==> config.mk <==
export PLATFORM = sky130hd
export DESIGN_NAME = apb_master_flat
export DESIGN_NICKNAME = d
export VERILOG_FILES = /design/src/rtl/apb_master_if.sv /design/src/rtl/apb_master.sv /design/src/flat_wrapper.sv
export SDC_FILE = /design/constraint.sdc
export NUM_CORES = 1
export LEC_CHECK = 0
export BUFFER_PORTS_ARGS = -buffer_cell sky130_fd_sc_hd__buf_2
export CAP_MARGIN = 20
export CORE_UTILIZATION = 45
export DETAILED_ROUTE_END_ITERATION = 10
export PLACE_DENSITY = 0.76
export SYNTH_ARGS = -nofsm -noshare
export SYNTH_HDL_FRONTEND = slang
export SYNTH_SLANG_ARGS = --single-unit
==> constraint.sdc <==
create_clock -name PCLK_mst -period 2.1 [get_ports PCLK_mst]
set_clock_uncertainty 0.1 [all_clocks]
set_input_delay 0.105 -clock PCLK_mst [delete_from_list [all_inputs] [get_ports PCLK_mst]]
set_output_delay 0.105 -clock PCLK_mst [all_outputs]
set_load 0.02 [all_outputs]
==> src/rtl/apb_master_if.sv <==
// APB bus bundle between the apb_master initiator and a peripheral register block.
interface apb_master_if #(
  parameter int ADDRESSWIDTH = 3,
  parameter int DATAWIDTH    = 16
);
  logic [ADDRESSWIDTH-1:0] PADDR_mst_o;
  logic [DATAWIDTH-1:0]    PWDATA_mst_o;
  logic                    PWRITE_mst_o;
  logic                    PSELx_mst_o;
  logic                    PENABLE_mst_o;
  logic [DATAWIDTH-1:0]    PRDATA_mst_i;
  logic                    PREADY_mst_i;

  modport master (
    output PADDR_mst_o, PWDATA_mst_o, PWRITE_mst_o, PSELx_mst_o, PENABLE_mst_o,
    input  PRDATA_mst_i, PREADY_mst_i
  );

  modport slave (
    input  PADDR_mst_o, PWDATA_mst_o, PWRITE_mst_o, PSELx_mst_o, PENABLE_mst_o,
    output PRDATA_mst_i, PREADY_mst_i
  );
endinterface

==> src/rtl/apb_master.sv <==
// APB initiator: runs one SETUP/ACCESS transfer per host command, with PREADY
// wait states and an optional ACCESS-phase timeout that aborts with an error.
module apb_master #(
  parameter int ADDRESSWIDTH = 3,
  parameter int DATAWIDTH    = 16,
  parameter int TIMEOUT      = 16
) (
  input  logic                    PCLK_mst,
  input  logic                    PRESET_mst,
  input  logic                    cmd_valid_i,
  input  logic                    cmd_write_i,
  input  logic [ADDRESSWIDTH-1:0] cmd_addr_i,
  input  logic [DATAWIDTH-1:0]    cmd_wdata_i,
  output logic                    cmd_ready_o,
  output logic                    rsp_valid_o,
  output logic [DATAWIDTH-1:0]    rsp_rdata_o,
  output logic                    rsp_err_o,
  output logic                    busy_o,
  apb_master_if.master            apb
);

  typedef enum logic [1:0] {
    IDLE   = 2'd0,
    SETUP  = 2'd1,
    ACCESS = 2'd2
  } state_t;

  // Last counter value allowed in ACCESS; only meaningful when TIMEOUT != 0.
  localparam logic [15:0] TIMEOUT_LAST = (TIMEOUT == 0) ? 16'd0 : 16'(TIMEOUT - 1);

  state_t                  state_q, state_d;
  logic [15:0]             wait_cnt_q, wait_cnt_d;
  logic [ADDRESSWIDTH-1:0] paddr_q, paddr_d;
  logic [DATAWIDTH-1:0]    pwdata_q, pwdata_d;
  logic                    pwrite_q, pwrite_d;
  logic                    psel_q, psel_d;
  logic                    penable_q, penable_d;
  logic                    rsp_valid_q, rsp_valid_d;
  logic [DATAWIDTH-1:0]    rsp_rdata_q, rsp_rdata_d;
  logic                    rsp_err_q, rsp_err_d;
  logic                    timeout_hit;

  assign timeout_hit = (TIMEOUT != 0) && (wait_cnt_q == TIMEOUT_LAST);

  always_ff @(posedge PCLK_mst) begin
    if (PRESET_mst) begin
      state_q     <= IDLE;
      wait_cnt_q  <= '0;
      paddr_q     <= '0;
      pwdata_q    <= '0;
      pwrite_q    <= 1'b0;
      psel_q      <= 1'b0;
      penable_q   <= 1'b0;
      rsp_valid_q <= 1'b0;
      rsp_rdata_q <= '0;
      rsp_err_q   <= 1'b0;
    end else begin
      state_q     <= state_d;
      wait_cnt_q  <= wait_cnt_d;
      paddr_q     <= paddr_d;
      pwdata_q    <= pwdata_d;
      pwrite_q    <= pwrite_d;
      psel_q      <= psel_d;
      penable_q   <= penable_d;
      rsp_valid_q <= rsp_valid_d;
      rsp_rdata_q <= rsp_rdata_d;
      rsp_err_q   <= rsp_err_d;
    end
  end

  always_comb begin
    state_d = state_q;
    case (state_q)
      IDLE:    if (cmd_valid_i) state_d = SETUP;
      SETUP:   state_d = ACCESS;
      ACCESS:  if (apb.PREADY_mst_i || timeout_hit) state_d = IDLE;
      default: state_d = IDLE;
    endcase
  end

  // Response fields hold between completions; only rsp_valid defaults low.
  always_comb begin
    wait_cnt_d  = wait_cnt_q;
    paddr_d     = paddr_q;
    pwdata_d    = pwdata_q;
    pwrite_d    = pwrite_q;
    psel_d      = psel_q;
    penable_d   = penable_q;
    rsp_valid_d = 1'b0;
    rsp_rdata_d = rsp_rdata_q;
    rsp_err_d   = rsp_err_q;
    case (state_q)
      IDLE: begin
        psel_d    = 1'b0;
        penable_d = 1'b0;
        if (cmd_valid_i) begin
          paddr_d  = cmd_addr_i;
          pwdata_d = cmd_wdata_i;
          pwrite_d = cmd_write_i;
          psel_d   = 1'b1;
        end
      end
      SETUP: begin
        penable_d  = 1'b1;
        wait_cnt_d = '0;
      end
      ACCESS: begin
        if (apb.PREADY_mst_i) begin
          rsp_rdata_d = pwrite_q ? '0 : apb.PRDATA_mst_i;
          rsp_err_d   = 1'b0;
          rsp_valid_d = 1'b1;
          psel_d      = 1'b0;
          penable_d   = 1'b0;
        end else if (timeout_hit) begin
          rsp_rdata_d = '0;
          rsp_err_d   = 1'b1;
          rsp_valid_d = 1'b1;
          psel_d      = 1'b0;
          penable_d   = 1'b0;
        end else if (wait_cnt_q != 16'hFFFF) begin
          wait_cnt_d = wait_cnt_q + 16'd1;
        end
      end
      default: begin
        psel_d    = 1'b0;
        penable_d = 1'b0;
      end
    endcase
  end

  assign cmd_ready_o       = (state_q == IDLE);
  assign busy_o            = (state_q != IDLE);
  assign rsp_valid_o       = rsp_valid_q;
  assign rsp_rdata_o       = rsp_rdata_q;
  assign rsp_err_o         = rsp_err_q;
  assign apb.PADDR_mst_o   = paddr_q;
  assign apb.PWDATA_mst_o  = pwdata_q;
  assign apb.PWRITE_mst_o  = pwrite_q;
  assign apb.PSELx_mst_o   = psel_q;
  assign apb.PENABLE_mst_o = penable_q;

endmodule

==> src/flat_wrapper.sv <==
// flat-port wrapper written by rule: the top's interface ports become plain ports
module apb_master_flat 
#(
  parameter int ADDRESSWIDTH = 3,
  parameter int DATAWIDTH    = 16,
  parameter int TIMEOUT      = 16
)
  (PCLK_mst, PRESET_mst, cmd_valid_i, cmd_write_i, cmd_addr_i, cmd_wdata_i, cmd_ready_o, rsp_valid_o, rsp_rdata_o, rsp_err_o, busy_o, apb_PADDR_mst_o, apb_PWDATA_mst_o, apb_PWRITE_mst_o, apb_PSELx_mst_o, apb_PENABLE_mst_o, apb_PRDATA_mst_i, apb_PREADY_mst_i);
  apb_master_if #(.ADDRESSWIDTH(ADDRESSWIDTH), .DATAWIDTH(DATAWIDTH)) apb_i ();
  input  logic PCLK_mst;
  input  logic PRESET_mst;
  input  logic cmd_valid_i;
  input  logic cmd_write_i;
  input  logic [ADDRESSWIDTH-1:0] cmd_addr_i;
  input  logic [DATAWIDTH-1:0] cmd_wdata_i;
  output logic cmd_ready_o;
  output logic rsp_valid_o;
  output logic [DATAWIDTH-1:0] rsp_rdata_o;
  output logic rsp_err_o;
  output logic busy_o;
  output wire logic [$bits(apb_i.PADDR_mst_o)-1:0] apb_PADDR_mst_o;
  output wire logic [$bits(apb_i.PWDATA_mst_o)-1:0] apb_PWDATA_mst_o;
  output wire logic [$bits(apb_i.PWRITE_mst_o)-1:0] apb_PWRITE_mst_o;
  output wire logic [$bits(apb_i.PSELx_mst_o)-1:0] apb_PSELx_mst_o;
  output wire logic [$bits(apb_i.PENABLE_mst_o)-1:0] apb_PENABLE_mst_o;
  input wire logic [$bits(apb_i.PRDATA_mst_i)-1:0] apb_PRDATA_mst_i;
  input wire logic [$bits(apb_i.PREADY_mst_i)-1:0] apb_PREADY_mst_i;
  assign apb_PADDR_mst_o = apb_i.PADDR_mst_o;
  assign apb_PWDATA_mst_o = apb_i.PWDATA_mst_o;
  assign apb_PWRITE_mst_o = apb_i.PWRITE_mst_o;
  assign apb_PSELx_mst_o = apb_i.PSELx_mst_o;
  assign apb_PENABLE_mst_o = apb_i.PENABLE_mst_o;
  assign apb_i.PRDATA_mst_i = apb_PRDATA_mst_i;
  assign apb_i.PREADY_mst_i = apb_PREADY_mst_i;
  apb_master #(.ADDRESSWIDTH(ADDRESSWIDTH), .DATAWIDTH(DATAWIDTH), .TIMEOUT(TIMEOUT)) u_core (.PCLK_mst(PCLK_mst), .PRESET_mst(PRESET_mst), .cmd_valid_i(cmd_valid_i), .cmd_write_i(cmd_write_i), .cmd_addr_i(cmd_addr_i), .cmd_wdata_i(cmd_wdata_i), .cmd_ready_o(cmd_ready_o), .rsp_valid_o(rsp_valid_o), .rsp_rdata_o(rsp_rdata_o), .rsp_err_o(rsp_err_o), .busy_o(busy_o), .apb(apb_i));
endmodule
==> After elaboration in Yosys (flattened, before gate mapping) <==
Cells that the tools add are included.
{ "word_totals": {"register_bits": 58, "in_bits": 40, "word_cells": 53} }
{ "op_classes": {"add_sub_neg": 1, "eq_ne": 10, "n_mux": 19, "bitwise_logic": 2, "n_reduce_logical": 11} }
{ "op_table": {"columns": ["op", "count"], "rows": [
  ["16-bit two-way mux", 6],
  ["16-bit one-hot mux with 2 select lines", 1],
  ["16-bit by 1-bit adder with 16-bit output (second input constant)", 1],
  ["16-bit by 4-bit equality test with 1-bit output (second input constant)", 1],
  ["16-bit inequality test (second input constant)", 1],
  ["2-bit AND reduction", 4],
  ["1-bit two-way mux", 7],
  ["2-bit inequality test (second input constant)", 3],
  ["2-bit one-hot mux with 3 select lines", 1],
  ["2-bit nonzero test", 3],
  ["2-bit two-way mux", 2],
  ["2-bit by 1-bit inequality test with 1-bit output (second input constant)", 2],
  ["4-bit AND reduction", 1],
  ["3-bit by 2-bit inequality test with 1-bit output (second input constant)", 1],
  ["1-bit one-hot mux with 3 select lines", 1],
  ["2-bit by 1-bit equality test with 1-bit output (second input constant)", 1],
  ["2-bit equality test (second input constant)", 1],
  ["2-bit logical NOT", 1],
  ["1-bit NOT", 2],
  ["1-bit one-hot mux with 2 select lines", 1],
  ["2-bit OR reduction", 1],
  ["1-bit logical OR", 1]
]} }

==> Logic depth before layout (Yosys ltp) <==
{ "logic_depth": {"depth_word": 5, "mapped_depth": 8, "ltp_nobuf": 6} }

==> Worst setup path before layout <==
Ideal clock, no wire load.
{ "synth_timing": {"path_type": "register -> register", "startpoint": "register u_core.wait_cnt_q[0]", "endpoint": "register u_core.wait_cnt_q[15]", "arrival_time_ns": 1.849, "slack_ns": 0.077, "path_stages_with_launch": 7, "n_path_buf": 0, "period_less_slack_ns": 2.023, "path_cell_list": "dfxtp_1 ha_1 and3_1 a41oi_4 nand4_1 or4_1 o21ai_0"} }
{ "synth_between": {"elab_chain_len": 5, "word_cells_on_any_way": 10, "classes_between": "add/sub (1); eq/ne (4); mux (4); reduce/logical (1)"} }
{ "synth_lines": {"columns": ["element", "line_no", "rtl"], "rows": [
  ["start: declaration", "apb_master.sv:32", "logic [15:0] wait_cnt_q, wait_cnt_d;"],
  ["start signal: assignment", "apb_master.sv:59", "wait_cnt_q <= wait_cnt_d;"],
  ["16-bit by 1-bit adder with 16-bit output", "apb_master.sv:121", "wait_cnt_d = wait_cnt_q + 16'd1;"],
  ["16-bit two-way mux", "apb_master.sv:120", "end else if (wait_cnt_q != 16'hFFFF) begin"],
  ["16-bit two-way mux", "apb_master.sv:114", "end else if (timeout_hit) begin"],
  ["16-bit two-way mux", "apb_master.sv:108", "if (apb.PREADY_mst_i) begin"],
  ["16-bit one-hot mux with 2 select lines", "apb_master.sv:92", "case (state_q)"]
]} }
Parallel ways exist; a longest one is shown, timed or not. The select of a mux whose other input is x is not followed.
A chain may end at the register's enable or synchronous reset.

==> Final worst setup path <==
{ "layout_timing": {"startpoint": "register u_core.wait_cnt_q[1]", "endpoint": "register u_core.wait_cnt_q[4]"} }
The elaborated chain is that of the path after synthesis.

==> results.tsv <==
metric	value	unit
status	finished clean	
starting density of the core	0.470	
nets	459	
std cell rows	26	
dpl hpwl	4.15	mm
CTS Buf Count	9	
Clock Tree Buf Depth	2	
Fillers	377	
fmax	489	MHz
WP data required	2.24	ns
post-synthesis adder-cell area fraction	0.00518	
switching pwr	0.000654	W
Worst-Margin Slew	1.03	ns
#FFs+latches synth	58	
slack of the critical path	0.0563	ns
Routed wire per std cell	15.0	um
most instantiated library cell after synthesis	dfxtp_1	
critical path, cell by cell	ha_4 -> and3_4 -> a41oi_4 -> buf_6 -> nand3_4 -> or4_2 -> o311ai_2	
crit start category	register	
die area	5670	um2
CTS tree	yes	
Int Pwr	0.00186	W
Final Max Slew Viols	0	
Worst setup startpoint	u_core.wait_cnt_q[1]	
Inst Count DP	435	
post-synthesis compound-gate area fraction	0.218	
Hold Path Depth	2	
Post-synth EDFFs	0	
gpl congestion	0.877	
mux cell area share after synthesis	0.0124	
Layout Cells excl Fill	492	
R2R Path Start	u_core.wait_cnt_q[1]	
post-synth top area cell	dfxtp_1	
Syn. warnings	0	
global-route wire length before repair	11.5	mm
Sw Ratio	0.260	
DR pass1 iterations	4	
DRT iter0 DRCs	184	
final hold violation count	0	
cell area after synthesis	2420	um2
post-synth cell types	51	
area grow syn2layout	51.2	%
unrepaired setup endpoints after global routing	yes	
pwr dens	688	nW/um2
Ports	82	
largest family of logic cells by synthesized area	simple AND/OR/NAND/NOR gates	
Synth async-reset ratio	0	
hold crit path type	in -> reg	
Slew Limit Headroom	0.312	
H-tree depth	3	
share of power burned in registers	0.459	
CTS sink count	58	
Mapped Cells	274	
Worst VDD drop	0.000545	V
clock share of power	0.403	
Slowest cell on crit path	or4_2	
Overflow after GRT	0	
total power	0.00251	W
worst skew pair latency	0.34	ns
Die Span Y	75.3	um
r2r worst-path depth	7	
ys flop type	dfxtp_1	
Synth Area in XOR/XNOR	0	
Routed WL	7.37	mm
vias	2578	
LEAKAGE	1.61	nW
Worst Path Max Fanout	5	
slowest stage delay, CP	0.56	ns
Worst Setup End Kind	register	
crit path DAT	2.18	ns
initial antenna violation count	0	
clock-pin slew on the worst setup and hold paths	0.07	ns
Setup CP Type	reg -> reg	
shortest period the worst path allows	2.04	ns
worst hold endpoint	u_core.wait_cnt_q[1]	
HP Start	PRESET_mst	
antenna cell count	0	
Syn Area/Cell	8.82	um2
root buffer cell	clkbuf_8	
share of cells above drive strength 1	0.367	
combinational power share	0.137	
dominant cells by area after synthesis	dfxtp_1 (48%), nand2_1 (7.9%), a21oi_1 (5.0%)	
Synth Area in Simple Gates	0.233	
most instantiated cells after synthesis	dfxtp_1 (58), nand2_1 (51), nor2_1 (27)	
Synth top area share	0.480	
post-synthesis sequential area ratio	0.480	
Setup violations, final	0	
r2r setup slk	0.06	ns
ANT nets after route	0	
PortBufs	81	
vias in the first global route	2487	
Synth Net Count	315	
dpl ws	-0.00394	ns
RR Endpoint	u_core.wait_cnt_q[4]	
core area	5140	um2
drc violations	0	
largest net degree at the start of global routing	31	
Vias/cell	5.24	
Max-Cap Viols	0	
gr usage total	0.274	
Period Utilization, post-route	0.973	
die width	75.3	um
per-stage QoR:
step | cell area (um2) | TNS, ns | util | hold WS, ns
4_1_cts | 3590 | 0 | 0.698 | 0.117
2_1_floorplan | 2420 | 0 | - | 0.101
3_3_place_gp | 3000 | 0 | 0.583 | 0.247
3_5_place_dp | 3000 | -0.00394 | 0.583 | 0.251
6_report | 3650 | 0 | 0.711 | 0.141
5_1_grt | 3650 | -0.0322 | 0.711 | 0.163
cells in the final DEF (no fill, tap or decap), drive strengths merged, types with 5 or more instances in the layout:
cell type and n:
clkbuf 10, nand2 51, nand3 10, nor4 5
buf 112, a21oi 24, nor2 27, a22oi 16
nand4 6, dfxtp 58, dlygate4sd3 37, o21ai 8
area by class of cell:
cell class,count,area (um2),area share
flip-flops and latches,58,1170,0.320
multi-input cells,196,1170,0.319
repair buffers,149,1020,0.280
clock buffers,10,138,0.0377
well taps,70,87.6,0.0240
clock inverters,5,55.1,0.0151
inverters,4,15.0,0.00411
state kept, by name (all words and copies together), names as in the netlist:
register,flops
u_core.apb.PWDATA_mst_o,16
u_core.apb.PWRITE_mst_o,1
u_core.rsp_valid_o,1
u_core.rsp_rdata_o,16
u_core.wait_cnt_q,16
u_core.apb.PSELx_mst_o,1
u_core.apb.PENABLE_mst_o,1
u_core.state_q,2
u_core.apb.PADDR_mst_o,3
u_core.rsp_err_o,1
cells by family (layout without fill, tap and decap cells):
logic type,after synthesis,after routing
AND/OR/NAND/NOR,118,118
adder cells (fa/ha/maj),1,1
AO/OA/AOI/OAI,74,74
multiplexers,3,3
buffers and inverters,20,168
flip-flops,58,58
critical path, delay by kind of cell, from the launching register on:
kind | cells | cell delay [ns]
buf+inv | 1 | 0.14
flops | 1 | 0.34
fa+ha+maj | 1 | 0.16
simple gates | 3 | 0.86
compound gates | 2 | 0.35
power by group through the flow:
stage / Combinational [W] / Sequential (W) / Clock [W]
2_1_floorplan: 0.000126 / 0.00122 / 0
3_3_place_gp: 0.000269 / 0.00118 / 0
3_5_place_dp: 0.000273 / 0.00118 / 0
4_1_cts: 0.000328 / 0.00115 / 0.00102
5_1_grt: 0.000372 / 0.00116 / 0.00107
6_report: 0.000345 / 0.00115 / 0.00101
metal layers:
metal	global-route usage	wire length, um
met5	0	0
met3	0.0728	463
met1	0.327	3060
met4	0.123	134
met2	0.463	3720
how the worst max path moves through the flow:
stage                                        to  slack (ns)  cells after the start
after floorplan           u_core.wait_cnt_q[15]        0.08                      6
after global placement    u_core.wait_cnt_q[15]        0.04                      6
after detailed placement  u_core.wait_cnt_q[15]      -0.004                      6
after CTS                 u_core.wait_cnt_q[15]        0.01                      6
after global routing      u_core.wait_cnt_q[15]       -0.03                      6
final                      u_core.wait_cnt_q[4]        0.06                      7
timing repair:
item                                    4_1_cts  5_1_grt
hold buffers                                 37        0
resized for setup                             0       14
hold endpoints to repair                     37        0
setup buffers                                 2        3
pin swaps                                     2        6
endpoints found under the setup margin        2       29
No activity file was read; power rests on OpenSTA's default activity.
